--- src/rtl/mem_stage_lsx.sv ---
// MEM pipeline stage: completes EX-issued loads/stores, buffers the response across WB stalls,
// extracts sub-word load data and drops responses that belong to flushed instructions.
module mem_stage_lsx #(
   parameter int unsigned PC_W     = 32,
   parameter int unsigned REG_AW   = 5,
   parameter int unsigned LOAD_EXT = 1
) (
   input  logic                     clk,
   input  logic                     resetn,
   input  logic                     es_to_ms_valid,
   output logic                     ms_allow_in,
   input  logic [PC_W+REG_AW+38:0]  es_to_ms_bus,
   input  logic                     ws_allow_in,
   output logic                     ms_to_ws_valid,
   output logic [PC_W+REG_AW+32:0]  ms_to_ws_bus,
   output logic [REG_AW+33:0]       ms_to_ds_bus,
   input  logic                     ms_flush,
   input  logic                     data_sram_data_ok,
   input  logic [31:0]              data_sram_rdata
);

   localparam int unsigned ES_W = PC_W + REG_AW + 39;

   logic              ms_valid_q;
   logic [ES_W-1:0]   es_q;
   logic              data_got_q;
   logic [31:0]       data_buf_q;
   logic              discard_q;

   logic [PC_W-1:0]   pc;
   logic              gr_we;
   logic              res_from_mem;
   logic              mem_req;
   logic [2:0]        mem_op;
   logic [REG_AW-1:0] dest;
   logic [31:0]       alu_result;
   logic              unused_es_msb;

   // Fields are packed from the LSB up; the top bit of the EX bus is reserved.
   assign pc            = es_q[PC_W-1:0];
   assign gr_we         = es_q[PC_W];
   assign res_from_mem  = es_q[PC_W+1];
   assign mem_req       = es_q[PC_W+2];
   assign mem_op        = es_q[PC_W+5:PC_W+3];
   assign dest          = es_q[PC_W+6 +: REG_AW];
   assign alu_result    = es_q[PC_W+REG_AW+6 +: 32];
   assign unused_es_msb = es_q[ES_W-1];

   logic        ms_ready_go;
   logic        accept;
   logic        leave;
   logic [31:0] word;
   logic [1:0]  off;
   logic [7:0]  byte_sel;
   logic [15:0] half_sel;
   logic [31:0] load_data;
   logic [31:0] final_result;
   logic        fwd_valid;
   logic        load_pending;

   assign ms_ready_go    = !mem_req || data_got_q || (data_sram_data_ok && !discard_q);
   assign ms_allow_in    = !ms_valid_q || (ms_ready_go && ws_allow_in);
   assign ms_to_ws_valid = ms_valid_q && ms_ready_go && !ms_flush;
   assign accept         = es_to_ms_valid && ms_allow_in && !ms_flush;
   assign leave          = ms_valid_q && ms_ready_go && ws_allow_in;

   assign word     = data_got_q ? data_buf_q : data_sram_rdata;
   assign off      = alu_result[1:0];
   assign byte_sel = word[{off, 3'b000} +: 8];
   assign half_sel = off[1] ? word[31:16] : word[15:0];

   always_comb begin
      load_data = word;
      if (LOAD_EXT != 0) begin
         unique case (mem_op)
            3'b000:  load_data = {{24{byte_sel[7]}}, byte_sel};
            3'b100:  load_data = {24'h0, byte_sel};
            3'b001:  load_data = {{16{half_sel[15]}}, half_sel};
            3'b101:  load_data = {16'h0, half_sel};
            default: load_data = word;
         endcase
      end
   end

   assign final_result = res_from_mem ? load_data : alu_result;
   assign fwd_valid    = ms_valid_q && gr_we && (dest != '0);
   assign load_pending = fwd_valid && res_from_mem && !ms_ready_go;

   assign ms_to_ws_bus = {final_result, dest, gr_we, pc};
   assign ms_to_ds_bus = {fwd_valid, load_pending, dest, final_result};

   always_ff @(posedge clk) begin
      if (!resetn) begin
         ms_valid_q <= 1'b0;
         es_q       <= '0;
         data_got_q <= 1'b0;
         data_buf_q <= '0;
         discard_q  <= 1'b0;
      end else begin
         if (ms_flush) begin
            ms_valid_q <= 1'b0;
         end else if (ms_allow_in) begin
            ms_valid_q <= es_to_ms_valid;
         end

         if (accept) begin
            es_q <= es_to_ms_bus;
         end

         if (accept) begin
            data_got_q <= 1'b0;
            data_buf_q <= '0;
         end else if (ms_flush) begin
            data_got_q <= 1'b0;
         end else if (data_sram_data_ok && ms_valid_q && mem_req && !data_got_q && !discard_q
                      && !leave) begin
            data_got_q <= 1'b1;
            data_buf_q <= data_sram_rdata;
         end

         // A killed instruction still owns one in-flight response; swallow it when it shows up.
         if (discard_q && data_sram_data_ok) begin
            discard_q <= 1'b0;
         end else if (ms_flush && ms_valid_q && mem_req && !data_got_q && !data_sram_data_ok) begin
            discard_q <= 1'b1;
         end
      end
   end

endmodule
--- config.mk ---
export PLATFORM = sky130hd
export DESIGN_NAME = mem_stage_lsx
export DESIGN_NICKNAME = d
export VERILOG_FILES = /design/src/rtl/mem_stage_lsx.sv
export SDC_FILE = /design/constraint.sdc
export NUM_CORES = 1
export LEC_CHECK = 0
export ABC_AREA = 1
export CORE_UTILIZATION = 25
export CTS_CLUSTER_SIZE = 28
export DETAILED_ROUTE_END_ITERATION = 8
export PLACE_DENSITY = 0.59
export RECOVER_POWER = 50
export SLEW_MARGIN = 15
export SYNTH_ARGS = -nofsm -noshare
export SYNTH_HDL_FRONTEND = slang
export SYNTH_SLANG_ARGS = --single-unit
--- constraint.sdc ---
create_clock -name clk -period 5.3 [get_ports clk]
set_input_delay 1.59 -clock clk [delete_from_list [all_inputs] [get_ports clk]]
set_output_delay 1.59 -clock clk [all_outputs]
set_load 0.01 [all_outputs]
# == Word level (Yosys, flattened, before mapping) ==
# Index checks and enable logic that the tools add are counted.
# Widths: inputs -> output; s select.
# totals
regBits,110
latchBits,0
ram_bits,0
romBits,0
inputBits,114
output_inout_bits,111
wordCells,54
mem_count,0
# op_classes
add_sub_neg,0
multipliers,0
n_div,0
magnitude_cmp,0
n_eq_ne,3
shift,1
muxes,4
n_bitwise,2
n_reduce_logical,39
# ops
cell,count
$pmux 32 s4,1
$mux 32,2
$shiftx 32x6->8,1
$logic_and 1x1->1,21
$mux 16,1
$logic_not 1->1,8
$eq 3x3->1 const B,2
$reduce_or 2->1,3
$reduce_bool 5->1,1
$eq 3x1->1 const B,1
$logic_not 3->1,1
$logic_or 1x1->1,3
$reduce_or 3->1,1
$not 1->1,2
$reduce_and 2->1,1

# == Logic depth before layout (Yosys ltp) ==
# logic_depth
word_depth,8
mapped_depth,13
depth_no_buf,11

# == Worst setup path before layout ==
# No wires, ideal clock.
# synth_path
kind,input-to-output
from,input port data_sram_rdata[31]
to,output port ms_to_ws_bus[59]
arrival_time_ns,2.546
required_ns,3.710
path_slack_ns,1.164
stages,10
path_buffers,2
cell_sequence,nand2_1 > nand2_1 > nand2_1 > nand2_1 > nand3_1 > buf_2 > nand3_1 > nand2_1 > inv_1 > buf_4
# synth_via
elab_chain_len,4
elab_cells_between_ends,5
classes_between,shift (1); mux (4)
# synth_rtl
item,line,rtl
from (decl),19,input logic [31:0] data_sram_rdata
$mux 32 *,67,assign word = data_got_q ? data_buf_q : data_sram_rdata;
$shiftx 32x6->8 / $mux 16 (equally long branches),"69, 70",
$pmux 32 s4 *,75,unique case (mem_op)
$mux 32 *,85,assign final_result = res_from_mem ? load_data : alu_result;
to (decl),15,"output logic [PC_W+REG_AW+32:0] ms_to_ws_bus,"
# Mark *: on every way between the ends. The rest lies on a longest branch, timed or not.

# == Worst setup path after layout ==
# layout_path
from,input port data_sram_rdata[15]
to,output port ms_to_ds_bus[8]
# layout_via
elab_chain_len,4
# layout_rtl
item,line,rtl
$mux 32,67,
$shiftx 32x6->8,69,"assign byte_sel = word[{off, 3'b000} +: 8];"
$pmux 32 s4,75,
$mux 32,85,
to (decl),16,"output logic [REG_AW+33:0] ms_to_ds_bus,"
# No other way between the ends.

==> key figures <==
Run status
  • Status: finished clean

Floorplanning
  • Die Span Y: 164 µm
  • Die area: ~0.027 mm²
  • Rows: 58
  • Placeable Area: 0.0254 mm²
  • Initial Util: about a quarter
  • Die W: roughly 160 µm
  • IO Pins: 225

Place
  • Placed instance area: 0.00843 mm²
  • Dpl ws: between 20 and 25 ps
  • Input/output buffers: roughly 220
  • Cell count after placement: roughly 1500
  • HPWL after detailed placement: about 14000 µm
  • Placer Congestion: roughly 0.87

Synth
  • Synth area leader: dfxtp_1
  • Syn nets: roughly 1200
  • Synth warn: 0
  • Syn avg cell area: 5.88 µm²
  • Syn Std Cell Area: 0.00653 mm²
  • Yosys cell types: 22
  • Top cell type's share of synthesized area: 33.7%
  • Sequential area share after synthesis: 33.7%
  • Top-count cell post-synth: nand2_1
  • Fraction of registers with async set/reset: 0%
  • Seq cells post-synth: 110
  • Commonest cells post-synth: 452 x nand2_1, 162 x nor2_1, 110 x dfxtp_1, 109 x inv_1, 83 x buf_4
  • Synth area leaders: dfxtp_1 34%, nand2_1 26%, buf_4 9.5%, nor2_1 9.3%, inv_1 6.3%
  • Syn Inst Count: approximately 1100
  • Number of enable flip-flop cells after synthesis: 0
  • Primary FF master, synth: dfxtp_1

STA
  • Fin Hold WS: ~460 ps
  • RSZ-0062 raised after global routing: no
  • Fin crit share: a little over nine tenths
  • Fmax: about 190 MHz
  • Hold Violations, Final: 0
  • Setup ws final: approximately 71 ps
  • Slew @ Worst Pin: about 1300 ps
  • Setup TNS: 0 ps
  • Final min period: around 5200 ps
  • # setup viols final: 0
  • Clock Skews: 9.64 ps
  • Slew Viols, Final: 0
  • Worst rel slew slack: ~11%

Setup path
  • Worst Path Required: around 3700 ps
  • CP Class: in -> out
  • Crit path launch: data_sram_rdata[15]
  • Critical path startpoint category: primary input
  • Worst Path Max Fanout: 4
  • Setup crit end kind: output port
  • R2R Path Start: data_got_q
  • Worst EP arrival: roughly 3600 ps

GRT
  • Largest net degree at the start of global routing: 115
  • GRT Total Usage: 15.0%
  • First-pass GRT wire length: between 30000 and 40000 µm
  • Initial antenna violation count: 0
  • Number of global-route vias before repair: 5982
  • Overflow after GRT: 0

Power
  • Comb pwr share: a little over a quarter
  • Total power: between 2 and 2.5 mW
  • Worst vdd ir: between 0.15 and 0.2 mV
  • Psw: between 0.6 and 0.7 mW
  • Sw frac: 30.9%
  • Leak: ~4.7 nW
  • Pint: 1.54 mW
  • Clk pwr share: between 30% and 40%
  • PD cells: between 200 and 300 mW/mm²
  • Sequential share of power: about two fifths

Layout
  • # diodes: 0
  • Final net count: 1339
  • P&R area growth vs syn: 34.9%
  • Storage element area: roughly 0.0022 mm²
  • Post-route cell area: between 0.008 and 0.009 mm²
  • Finished Layout Cells: approximately 1600
  • Fraction of final layout cells sized beyond drive strength 1: under 10%
  • Fin util: between 30% and 40%
  • Fillers: around 2800
  • Multi-input gate area: around 0.0030 mm²

CTS
  • Max clock buf depth: 2
  • Worst-path clk slew: about 70 ps
  • H-tree depth: 3
  • Buffer count from post-CTS setup fixing: 0
  • # clock sinks: 110
  • Clk root buf: clkbuf_16
  • TritonCTS buffer count: 9
  • Later-pin clock latency in the skew report: around 360 ps
  • CTS tree: built

Drt
  • ANT nets after route: 0
  • Number of vias per cell: between 4 and 5
  • Post-DR wirelength/cell: roughly 13 µm
  • WL final: roughly 20000 µm
  • Pre-Repair DR Iteration Count: 5
  • # DRC: 0
  • Vias: 6605
  • DR iter-0 viols: ~480

Worst hold path
  • Min-delay src: data_buf_q[30]
  • Hold Crit Class: reg -> reg

Run
  • Max cap viols: 0
## cells by family (layout without fill, tap and decap cells)
family | Yosys count | in the layout | synth area share (%)
simple gates | 674 | 674 | 40.1
flops | 110 | 110 | 33.7
compound gates | 79 | 79 | 6.29
buf+inv | 248 | 367 | 19.9
## cell type report
type                            count  area share, %
Clock buffer                        9           2.56
Clock inverter                      7           1.11
Inverter                          114           4.86
Multi-Input combinational cell    753           34.5
Sequential cell                   110           25.0
Tap cell                          330           4.69
Timing Repair Buffer              237           27.3
## final timing paths
kind / endpoint / slack (ps) / cells after the start
max: ms_to_ds_bus[8] / 70 / 11
min: data_buf_q[30] / 460 / 2
max reg2reg: es_q[16] / 1640 / 9
min reg2reg: data_buf_q[30] / 460 / 2
## power groups by stage
| stage | sequential (mW) | clock, mW | combinational (mW) |
|---|---|---|---|
| 6_report | 0.891 | 0.746 | 0.590 |
| 4_1_cts | 0.892 | 0.779 | 0.606 |
| 3_5_place_dp | 0.911 | 0 | 0.601 |
| 2_1_floorplan | 0.902 | 0 | 0.358 |
| 3_3_place_gp | 0.910 | 0 | 0.601 |
| 5_1_grt | 0.897 | 0.808 | 0.652 |
## timing repair
action | in CTS | in global routing
hold buffers | 0 | 0
resized for setup | 0 | 31
setup endpoints to repair | 0 | 45
## cell usage in the layout, fill, tap and decap left out, types with 3 or more instances in the layout
cell type | Yosys | final
a21oi_1 | 64 | 63
buf_4 | 83 | 10
clkbuf_16 | 0 | 9
clkdlybuf4s50_1 | 0 | 154
dfxtp_1 | 110 | 110
dlygate4sd3_1 | 0 | 46
dlymetal6s2s_1 | 0 | 22
inv_1 | 109 | 109
inv_2 | 3 | 3
inv_6 | 0 | 4
nand2_1 | 452 | 448
nand2_2 | 1 | 5
nand3_1 | 52 | 52
nor2_1 | 162 | 163
o21ai_0 | 12 | 12
## routing by layer
layer	vias to the layer above	wire length (µm)	track usage (%)	share of wire, %
met5	-	0	0	0
met4	0	284	4.04	1.4
met3	16	1120	2.87	5.5
met2	180	9110	23.4	45
met1	2938	9870	20.8	48
li1	3471	-	-	-
## sequential cells by signal, summed over array words and instances, names as in the netlist
register	flops
data_buf_q	32
data_got_q	1
discard_q	1
es_q	75
ms_valid_q	1
## critical path: stages
cell             delay (ps)
clkdlybuf4s50_1         520
nand2_1                 100
nand3_1                 110
nand3_1                  80
nand2_1                 140
nand2_2                 120
buf_4                   160
nand2_1                  50
nand2_1                  90
nand2_1                 130
clkdlybuf4s50_1         550
(Power assumes the default switching activity.)
